===== src/rtl/wb_rr_arbiter.sv =====
// -----------------------------------------------------------------------------
// wb_rr_arbiter
// Two-master Wishbone classic (B3) arbiter that shares one slave bus.
// Master 0 is the CPU port and master 1 is a debug/DMA requester. Whole
// CYC-framed cycles are granted round-robin, so a multi-beat (locked) cycle is
// never split. A bus watchdog ends a stalled strobe with ERR, so a missing
// slave cannot hang the SoC.
//
// Parameters
//   AW       address width
//   DW       data width (byte-select width is DW/8)
//   TIMEOUT  cycles a strobe may wait for ACK/ERR before a forced ERR;
//            0 disables the watchdog
//
// Ports
//   clock, reset        system clock, synchronous active-high reset
//   m_adr_i/m_dat_i/    packed master request fields, master n in slice n
//   m_sel_i/m_we_i/
//   m_cyc_i/m_stb_i
//   m_dat_o             slave read data broadcast to both masters
//   m_ack_o/m_err_o     per-master termination, only the granted master
//   s_adr_o .. s_stb_o  request fields of the granted master towards slave
//   s_dat_i/s_ack_i/    slave response
//   s_err_i
//   grant_o             index of the current / last granted master
// -----------------------------------------------------------------------------
module wb_rr_arbiter #(
   parameter int AW      = 32,
   parameter int DW      = 32,
   parameter int TIMEOUT = 255
) (
   input  logic                clock,
   input  logic                reset,
   input  logic [2*AW-1:0]     m_adr_i,
   input  logic [2*DW-1:0]     m_dat_i,
   input  logic [2*(DW/8)-1:0] m_sel_i,
   input  logic [1:0]          m_we_i,
   input  logic [1:0]          m_cyc_i,
   input  logic [1:0]          m_stb_i,
   output logic [DW-1:0]       m_dat_o,
   output logic [1:0]          m_ack_o,
   output logic [1:0]          m_err_o,
   output logic [AW-1:0]       s_adr_o,
   output logic [DW-1:0]       s_dat_o,
   output logic [DW/8-1:0]     s_sel_o,
   output logic                s_we_o,
   output logic                s_cyc_o,
   output logic                s_stb_o,
   input  logic [DW-1:0]       s_dat_i,
   input  logic                s_ack_i,
   input  logic                s_err_i,
   output logic                grant_o
);

   localparam int SW = DW / 8;

   // Counter only has to reach TIMEOUT-1; keep at least one bit when disabled.
   localparam int          CW        = (TIMEOUT > 0) ? $clog2(TIMEOUT + 1) : 1;
   localparam int unsigned WD_LAST_I = (TIMEOUT > 0) ? TIMEOUT - 1 : 0;
   localparam logic [CW-1:0] WD_LAST = WD_LAST_I[CW-1:0];
   localparam logic        WD_EN     = (TIMEOUT != 0) ? 1'b1 : 1'b0;

   localparam logic [0:0] ST_IDLE = 1'b0;
   localparam logic [0:0] ST_BUSY = 1'b1;

   logic [0:0]    state_r;
   logic          grant_r;
   logic [CW-1:0] wd_cnt_r;

   logic          busy_s;
   logic          g_cyc_s;
   logic          g_stb_s;
   logic          g_we_s;
   logic          next_grant_s;
   logic          stall_s;
   logic          wd_err_s;

   assign busy_s  = (state_r == ST_BUSY);
   assign g_cyc_s = m_cyc_i[grant_r];
   assign g_stb_s = m_stb_i[grant_r];
   assign g_we_s  = m_we_i[grant_r];

   assign grant_o = grant_r;
   assign m_dat_o = s_dat_i;

   // Request fields of the granted master; handshake lines only while BUSY.
   always_comb begin
      if (grant_r) begin
         s_adr_o = m_adr_i[AW +: AW];
         s_dat_o = m_dat_i[DW +: DW];
         s_sel_o = m_sel_i[SW +: SW];
      end else begin
         s_adr_o = m_adr_i[0 +: AW];
         s_dat_o = m_dat_i[0 +: DW];
         s_sel_o = m_sel_i[0 +: SW];
      end
      s_cyc_o = busy_s & g_cyc_s;
      s_stb_o = busy_s & g_stb_s;
      s_we_o  = busy_s & g_we_s;
   end

   // A strobe that is still waiting; reaching the limit raises a one-cycle ERR.
   // A slave ACK or ERR in the same cycle takes precedence over the timeout.
   always_comb begin
      stall_s  = s_stb_o & ~s_ack_i & ~s_err_i;
      wd_err_s = WD_EN & stall_s & (wd_cnt_r == WD_LAST);
   end

   // Route slave termination to the granted master only; the other sees zeros.
   always_comb begin
      m_ack_o = 2'b00;
      m_err_o = 2'b00;
      if (busy_s) begin
         m_ack_o[grant_r] = s_ack_i;
         m_err_o[grant_r] = s_err_i | wd_err_s;
      end else begin
         m_ack_o = 2'b00;
         m_err_o = 2'b00;
      end
   end

   // Round-robin choice: a lone requester wins, a tie goes to the other master.
   always_comb begin
      case (m_cyc_i)
         2'b01:   next_grant_s = 1'b0;
         2'b10:   next_grant_s = 1'b1;
         2'b11:   next_grant_s = ~grant_r;
         default: next_grant_s = grant_r;
      endcase
   end

   // Arbitration FSM: grant latched in IDLE, held until the owner drops CYC.
   always_ff @(posedge clock) begin
      if (reset) begin
         state_r <= ST_IDLE;
         grant_r <= 1'b1;          // master 0 wins the first tie
      end else begin
         case (state_r)
            ST_IDLE: begin
               if (|m_cyc_i) begin
                  grant_r <= next_grant_s;
                  state_r <= ST_BUSY;
               end else begin
                  state_r <= ST_IDLE;
               end
            end
            ST_BUSY: begin
               if (!g_cyc_s) begin
                  state_r <= ST_IDLE;
               end else begin
                  state_r <= ST_BUSY;
               end
            end
            default: begin
               state_r <= ST_IDLE;
            end
         endcase
      end
   end

   // Watchdog counter: counts waiting strobe cycles, clears on any termination.
   always_ff @(posedge clock) begin
      if (reset) begin
         wd_cnt_r <= '0;
      end else if (!WD_EN || !stall_s || wd_err_s) begin
         wd_cnt_r <= '0;
      end else begin
         wd_cnt_r <= wd_cnt_r + CW'(1);
      end
   end

endmodule


===== config.mk =====
export PLATFORM = sky130hd
export DESIGN_NAME = wb_rr_arbiter
export DESIGN_NICKNAME = d
export VERILOG_FILES = /design/src/rtl/wb_rr_arbiter.sv
export SDC_FILE = /design/constraint.sdc
export NUM_CORES = 1
export LEC_CHECK = 0
export ABC_CLOCK_PERIOD_IN_PS = 1800
export BUFFER_PORTS_ARGS = -buffer_cell sky130_fd_sc_hd__buf_2
export CORE_AREA = 2 2 110 112
export DETAILED_ROUTE_END_ITERATION = 16
export DIE_AREA = 0 0 112 114
export GPL_ROUTABILITY_DRIVEN = 0
export PLACE_DENSITY = 0.55
export SETUP_SLACK_MARGIN = 0.2
export SLEW_MARGIN = 10
export SYNTH_ARGS = -nofsm -noshare
export SYNTH_HDL_FRONTEND = slang
export SYNTH_SLANG_ARGS = --single-unit

===== constraint.sdc =====
create_clock -name clock -period 1.8 [get_ports clock]
set_input_delay 0.09 -clock clock [delete_from_list [all_inputs] [get_ports clock]]
set_output_delay 0.09 -clock clock [all_outputs]
set_load 0.05 [all_outputs]

==> results.sh, run 1 <==
export IMPL_placed_area_mm2=0.002676
export IMPL_h_tree_depth=1
export IMPL_finalNetCount=546
export IMPL_synth_area_leader_cell="mux2_2"
export IMPL_cts_tree="built"
export IMPL_area_delta_synth_final_pct=81.73
export IMPL_grt_pass1_wl_mm=9.591
export IMPL_synth_most_common_cell="mux2_2"
export IMPL_synth_cells=172
export IMPL_ctsRootBufferMaster="clkbuf_16"
export IMPL_io_pins=286
export IMPL_die_area_mm2=0.01277
export IMPL_p_leak_nw=1.483
export IMPL_synth_cell_types=31
export IMPL_critPathCaptureType="output pin"
export IMPL_track_usage_pct=9.699
export IMPL_vdd_drop_max_mv=0.3578
export IMPL_fp_coreArea_mm2=0.01171
export IMPL_crit_path_max_incr_delay_ns=0.45
export IMPL_drt_pass1_iterations=4
export IMPL_drt_wirelength_per_cell_um=14.24
export IMPL_drt_iter0_drc=37
export IMPL_skew_ns=0.005233
export IMPL_start_util_pct=13.74
export IMPL_dr_total_vias=2103
export IMPL_finalSetupTns_ns=0
export IMPL_wl_met2_mm=3.610
export IMPL_status="completed"
export IMPL_hp_class="input pin to flip-flop"
export IMPL_avgSynthCellArea_um2=9.355
export IMPL_wl_met3_um=773
export IMPL_synth_area_leaders="mux2_2, buf_4, dfxtp_1"
export IMPL_crit_slowest_cell="dfxtp_4"
export IMPL_async_flop_share_pct=0
export IMPL_path_cells="buf_8 -> mux2_2 -> buf_2"
export IMPL_synth_top_area_share_pct=47.59
export IMPL_cts_buffer_depth=2
export IMPL_synth_edf_count=0
export IMPL_fin_area_mm2=0.002924
export IMPL_drive_above_1_share_pct=87.67
export IMPL_worstSetupStartpointType="flip-flop"
export IMPL_crit_fanout=24
export IMPL_min_period_ns=1.605
export IMPL_portBuffers=221
export IMPL_syn_area_mm2=0.001609
export IMPL_wirelength_met1_mm=2.848
export IMPL_grt_ovfl_total=0
export IMPL_clock_sinks=10
export IMPL_tightest_slew_ns=0.3899
export IMPL_dieHeight_um=114
export IMPL_synthFlopType="dfxtp_1"
export IMPL_clk_pin_slew_ns=0.04
export IMPL_top_layer="met4"
export IMPL_maxCapViolations=0
export IMPL_relSlewSlack_pct=73.97
export IMPL_grt_max_degree=25
export IMPL_hold_viol_final=0
export IMPL_cts_buffers=3
export IMPL_grt_pass1_vias=1897
export IMPL_reg2reg_slack_ns=0.44
export IMPL_fin_crit_sh_pct=89.19
export IMPL_fmax_mhz=622.9
export IMPL_power_density_mw_per_mm2=631.5
export IMPL_maxSlewViolCount=0
export IMPL_n_antenna_cell=0
export IMPL_fillers=1254
export IMPL_dp_hpwl_mm=6.011
export IMPL_vias_per_cell=4.107
export IMPL_hold_buffers=0
export IMPL_rows=40
export IMPL_synthesis_nets=352
export IMPL_die_w_um=112
export IMPL_crit_arrival_ns=1.52
export IMPL_final_antenna_net_count=0
export IMPL_rsz0062_at_grt="yes"
export IMPL_yosys_top_cells_count="mux2_2, buf_4, dfxtp_1"
export IMPL_ys_seq_area_share_pct=12.44
export IMPL_seq_area_um2=219.0
export IMPL_p_total_mw=1.847
export IMPL_routed_wl_mm=7.293
export IMPL_synth_seq_cells=10
export IMPL_drc=0
export IMPL_crit_type="flip-flop to output pin"
export IMPL_synth_warnings=0
export IMPL_cp_required_ns=1.71
export IMPL_multi_input_area_mm2=0.001162
export IMPL_antenna_found_initial=0
export IMPL_worstSkewPairLatency_ns=0.23
export IMPL_setup_viol=0
flip-flops by register name, indices dropped and copies added (netlist names):
register	flops
grant_o	1
busy_s	1
wd_cnt_r	8
layer usage:
metal | vias up | GRT usage, %
met4 | 0 | 1.870
li1 | 980 | -
met1 | 950 | 11.33
met3 | 8 | 3.188
met5 | - | 0
met2 | 165 | 17.49
final cells by class:
type,count,share of cell area (%)
Timing Repair Buffer,231,43.39
Multi-Input combinational cell,117,39.75
Sequential cell,10,7.488
Tap cell,147,6.290
Clock buffer,4,2.696
Inverter,3,0.3851
placed cells by master (no fill, tap or decap), drive strengths merged:
cell	count
buf	230
mux2	69
dfxtp	10
nor3	6
clkbuf	5
nor2	4
nand3	4
nand4	3
inv	3
o21ai	3
or3	3
a211oi	3
nand2b	2
o31ai	2
mux2i	2
nor2b	2
nand2	2
xor2	2
ha	2
and4	1
nand3b	1
and2	1
nor3b	1
a211o	1
a41o	1
xnor2	1
a21oi	1
power by group:
group / internal (mW) / switching (mW)
clock: 0.296 / 0.0939
combinational: 0.420 / 0.798
sequential: 0.223 / 0.0158
worst paths after layout:
kind	from	endpoint	cells after the start
worst max-delay path	grant_o	s_adr_o[7]	3
worst min-delay path	reset	busy_s	2
worst max register to register	wd_cnt_r[0]	wd_cnt_r[6]	4
worst min register to register	wd_cnt_r[0]	wd_cnt_r[0]	1
critical path, delay by kind of cell, from the launching register on:
family	cells	cell delay, ns
multiplexers	1	0.38
flip-flops	1	0.45
buffers and inverters	2	0.45
stage by stage:
step           instances  utilization [%]  hold WS [ns]  setup WS [ns]
4_1_cts              507            24.19       0.06422         0.1510
5_1_grt              512            24.97       0.08010         0.1343
2_1_floorplan        172                -        0.1693         0.2140
6_report             512            24.97       0.06290         0.1945
3_5_place_dp         500            22.85        0.1803         0.2761
3_3_place_gp         500            22.85        0.1803         0.3096
cell families (layout without fill, tap and decap cells):
logic type | Yosys count | count (layout) | share of synthesized area [%]
xor+xnor | 3 | 3 | 1.633
fa+ha+maj | 2 | 2 | 1.555
flops | 10 | 10 | 12.44
compound gates | 11 | 11 | 5.053
mux | 71 | 71 | 49.53
buf+inv | 45 | 238 | 18.82
simple gates | 30 | 30 | 10.96
timing repair:
action                                 in CTS  in global routing
cloned                                      1                  1
gates resized for setup                    11                 19
buffers inserted                            2                  4
pin swaps                                   2                  4
endpoints found under the hold margin       0                  0
setup endpoints to repair                  60                 34
Note: power is estimated with default switching activity, not from simulation.
==> run 2, diff against run 1 <==
--- a/config.mk
+++ b/config.mk
@@ -5,7 +5,7 @@
 export SDC_FILE = /design/constraint.sdc
 export NUM_CORES = 1
 export LEC_CHECK = 0
-export ABC_CLOCK_PERIOD_IN_PS = 1800
+export ABC_CLOCK_PERIOD_IN_PS = 1600
 export BUFFER_PORTS_ARGS = -buffer_cell sky130_fd_sc_hd__buf_2
 export CORE_AREA = 2 2 110 112
 export DETAILED_ROUTE_END_ITERATION = 16
==> constraint.sdc (replaced) <==
create_clock -name clock -period 1.6 [get_ports clock]
set_input_delay 0.08 -clock clock [delete_from_list [all_inputs] [get_ports clock]]
set_output_delay 0.08 -clock clock [all_outputs]
set_load 0.05 [all_outputs]
==> results.sh, run 2 (synthesis gave the netlist of run 1 again) <==
export IMPL_portBuffers=221
export IMPL_clock_sinks=10
export IMPL_switching_power_mw=1.044
export IMPL_min_period_ns=1.550
export IMPL_fp_coreArea_mm2=0.01171
export IMPL_grt_pass1_vias=1864
export IMPL_power_frac_seq_pct=12.6
export IMPL_fin_cells=516
export IMPL_dr_total_vias=2014
export IMPL_tightest_slew_ns=0.3107
export IMPL_final_antenna_net_count=0
export IMPL_crit_arrival_ns=1.47
export IMPL_worstSkewPairLatency_ns=0.24
export IMPL_crit_fanout=17
export IMPL_drt_pass1_iterations=4
export IMPL_max_flop_register="wd_cnt_r"
export IMPL_ctsRootBufferMaster="clkbuf_16"
export IMPL_drt_iter0_drc=46
export IMPL_crit_type="flip-flop to output pin"
export IMPL_clk_pin_slew_ns=0.04
export IMPL_drt_wirelength_per_cell_um=13.61
export IMPL_mostFrequentLayoutCells="buf_2, mux2_2, mux2_4"
export IMPL_cp_required_ns=1.52
export IMPL_h_tree_depth=1
export IMPL_p_int_mw=1.115
export IMPL_grt_max_degree=38
export IMPL_track_usage_pct=9.082
export IMPL_grt_ovfl_total=0
export IMPL_hold_buffers=0
export IMPL_relSlewSlack_pct=79.29
export IMPL_hold_viol_final=0
export IMPL_die_w_um=112
export IMPL_setup_viol=0
export IMPL_cts_buffer_depth=2
export IMPL_switching_share_pct=48.36
export IMPL_fmax_mhz=645.1
export IMPL_vias_per_cell=3.903
export IMPL_power_density_mw_per_mm2=699.9
export IMPL_status="completed"
export IMPL_cts_tree="built"
export IMPL_area_delta_synth_final_pct=91.76
export IMPL_maxSlewViolCount=0
export IMPL_finalCoreUtilization_pct=26.35
export IMPL_finalSetupTns_ns=0
export IMPL_finalWorstSetupSlack_ns=0.04989
export IMPL_largest_register_ffs=8
export IMPL_skew_ns=0.004884
export IMPL_power_share_clock_pct=21.0
export IMPL_hp_class="input pin to flip-flop"
export IMPL_rows=40
export IMPL_dp_slack_ns=0.1014
export IMPL_rsz0062_at_grt="yes"
export IMPL_final_common_cell="buf_2"
export IMPL_drc=0
export IMPL_dieHeight_um=114
export IMPL_start_util_pct=13.74
export IMPL_dp_cells=504
export IMPL_dp_hpwl_mm=5.742
export IMPL_maxCapViolations=0
export IMPL_die_area_mm2=0.01277
export IMPL_io_pins=286
export IMPL_vdd_drop_max_mv=0.2850
export IMPL_drive_above_1_share_pct=88.89
export IMPL_antenna_found_initial=0
export IMPL_combPwrFrac_pct=66.4
export IMPL_critPathCaptureType="output pin"
export IMPL_routed_wl_mm=7.024
export IMPL_cts_buffers=3
export IMPL_worstSetupStartpointType="flip-flop"
export IMPL_grt_pass1_wl_mm=9.280
export IMPL_n_antenna_cell=0
export IMPL_p_leak_nw=1.595
export IMPL_finalNetCount=550
export IMPL_fin_crit_sh_pct=96.88
-- run 2: changes by cell type in the layout (fill, tap and decap cells not counted), sizes merged --
cell | previous run | this run
clkbuf | 5 | 10
buf | 230 | 229
-- run 2: worst paths after layout --
check	startpoint	endpoint	slack, ns	cells past startpoint
worst max-delay path	grant_o	s_dat_o[8]	0.05	3
worst min-delay path	reset	busy_s	0.05	2
worst max register to register	grant_o	wd_cnt_r[0]	0.27	5
worst min register to register	wd_cnt_r[7]	wd_cnt_r[7]	0.53	2
-- run 2: timing repair --
| action | CTS | global route |
|---|---|---|
| cloned | 0 | 2 |
| setup endpoints to repair | 74 | 74 |
| buffers inserted | 4 | 2 |
| gates resized for setup | 14 | 10 |
| pin swaps | 3 | 0 |
-- run 2: layout make-up --
class                   instances  area (um^2)
clock buffers                   4        78.83
fillers                      1260         8626
inverters                       3        11.26
multi-input cells             117         1239
flip-flops and latches         10        210.2
well taps                     147        183.9
repair buffers                235         1363
-- run 2: worst max-delay path, cell delays in order (launching register included) --
cell	delay [ns]
dfxtp_4	0.44
clkbuf_16	0.23
mux2_2	0.34
buf_2	0.21
-- run 2: through the flow --
stage / power (mW) / hold WS, ns / cell area, um^2
final: 2.160 / 0.05012 / 3085
after global routing: 2.239 / 0.06221 / 3085
after CTS: 2.132 / 0.04982 / 2979
after detailed placement: 1.657 / 0.1603 / 2838
after global placement: 1.649 / 0.1603 / 2838
after floorplan: 1.473 / 0.1593 / 1734
-- run 2: power groups by stage --
| stage | logic (mW) | clock network, mW | registers, mW |
|---|---|---|---|
| after floorplan | 1.20 | 0 | 0.269 |
| after global placement | 1.38 | 0 | 0.273 |
| final | 1.43 | 0.453 | 0.273 |
| after detailed placement | 1.38 | 0 | 0.274 |
| after CTS | 1.40 | 0.461 | 0.268 |
| after global routing | 1.49 | 0.474 | 0.275 |
-- run 2: per-layer routing --
layer  share of wire [%]  routed length (um)  GRT usage [%]  vias to the layer above
met5                   0                   0              0                        -
met4                0.81                  57          2.114                        0
met1                  42                2942          11.61                      937
met2                  49                3462          15.11                       82
li1                    -                   -              -                      984
met3                 8.0                 562          2.763                       11
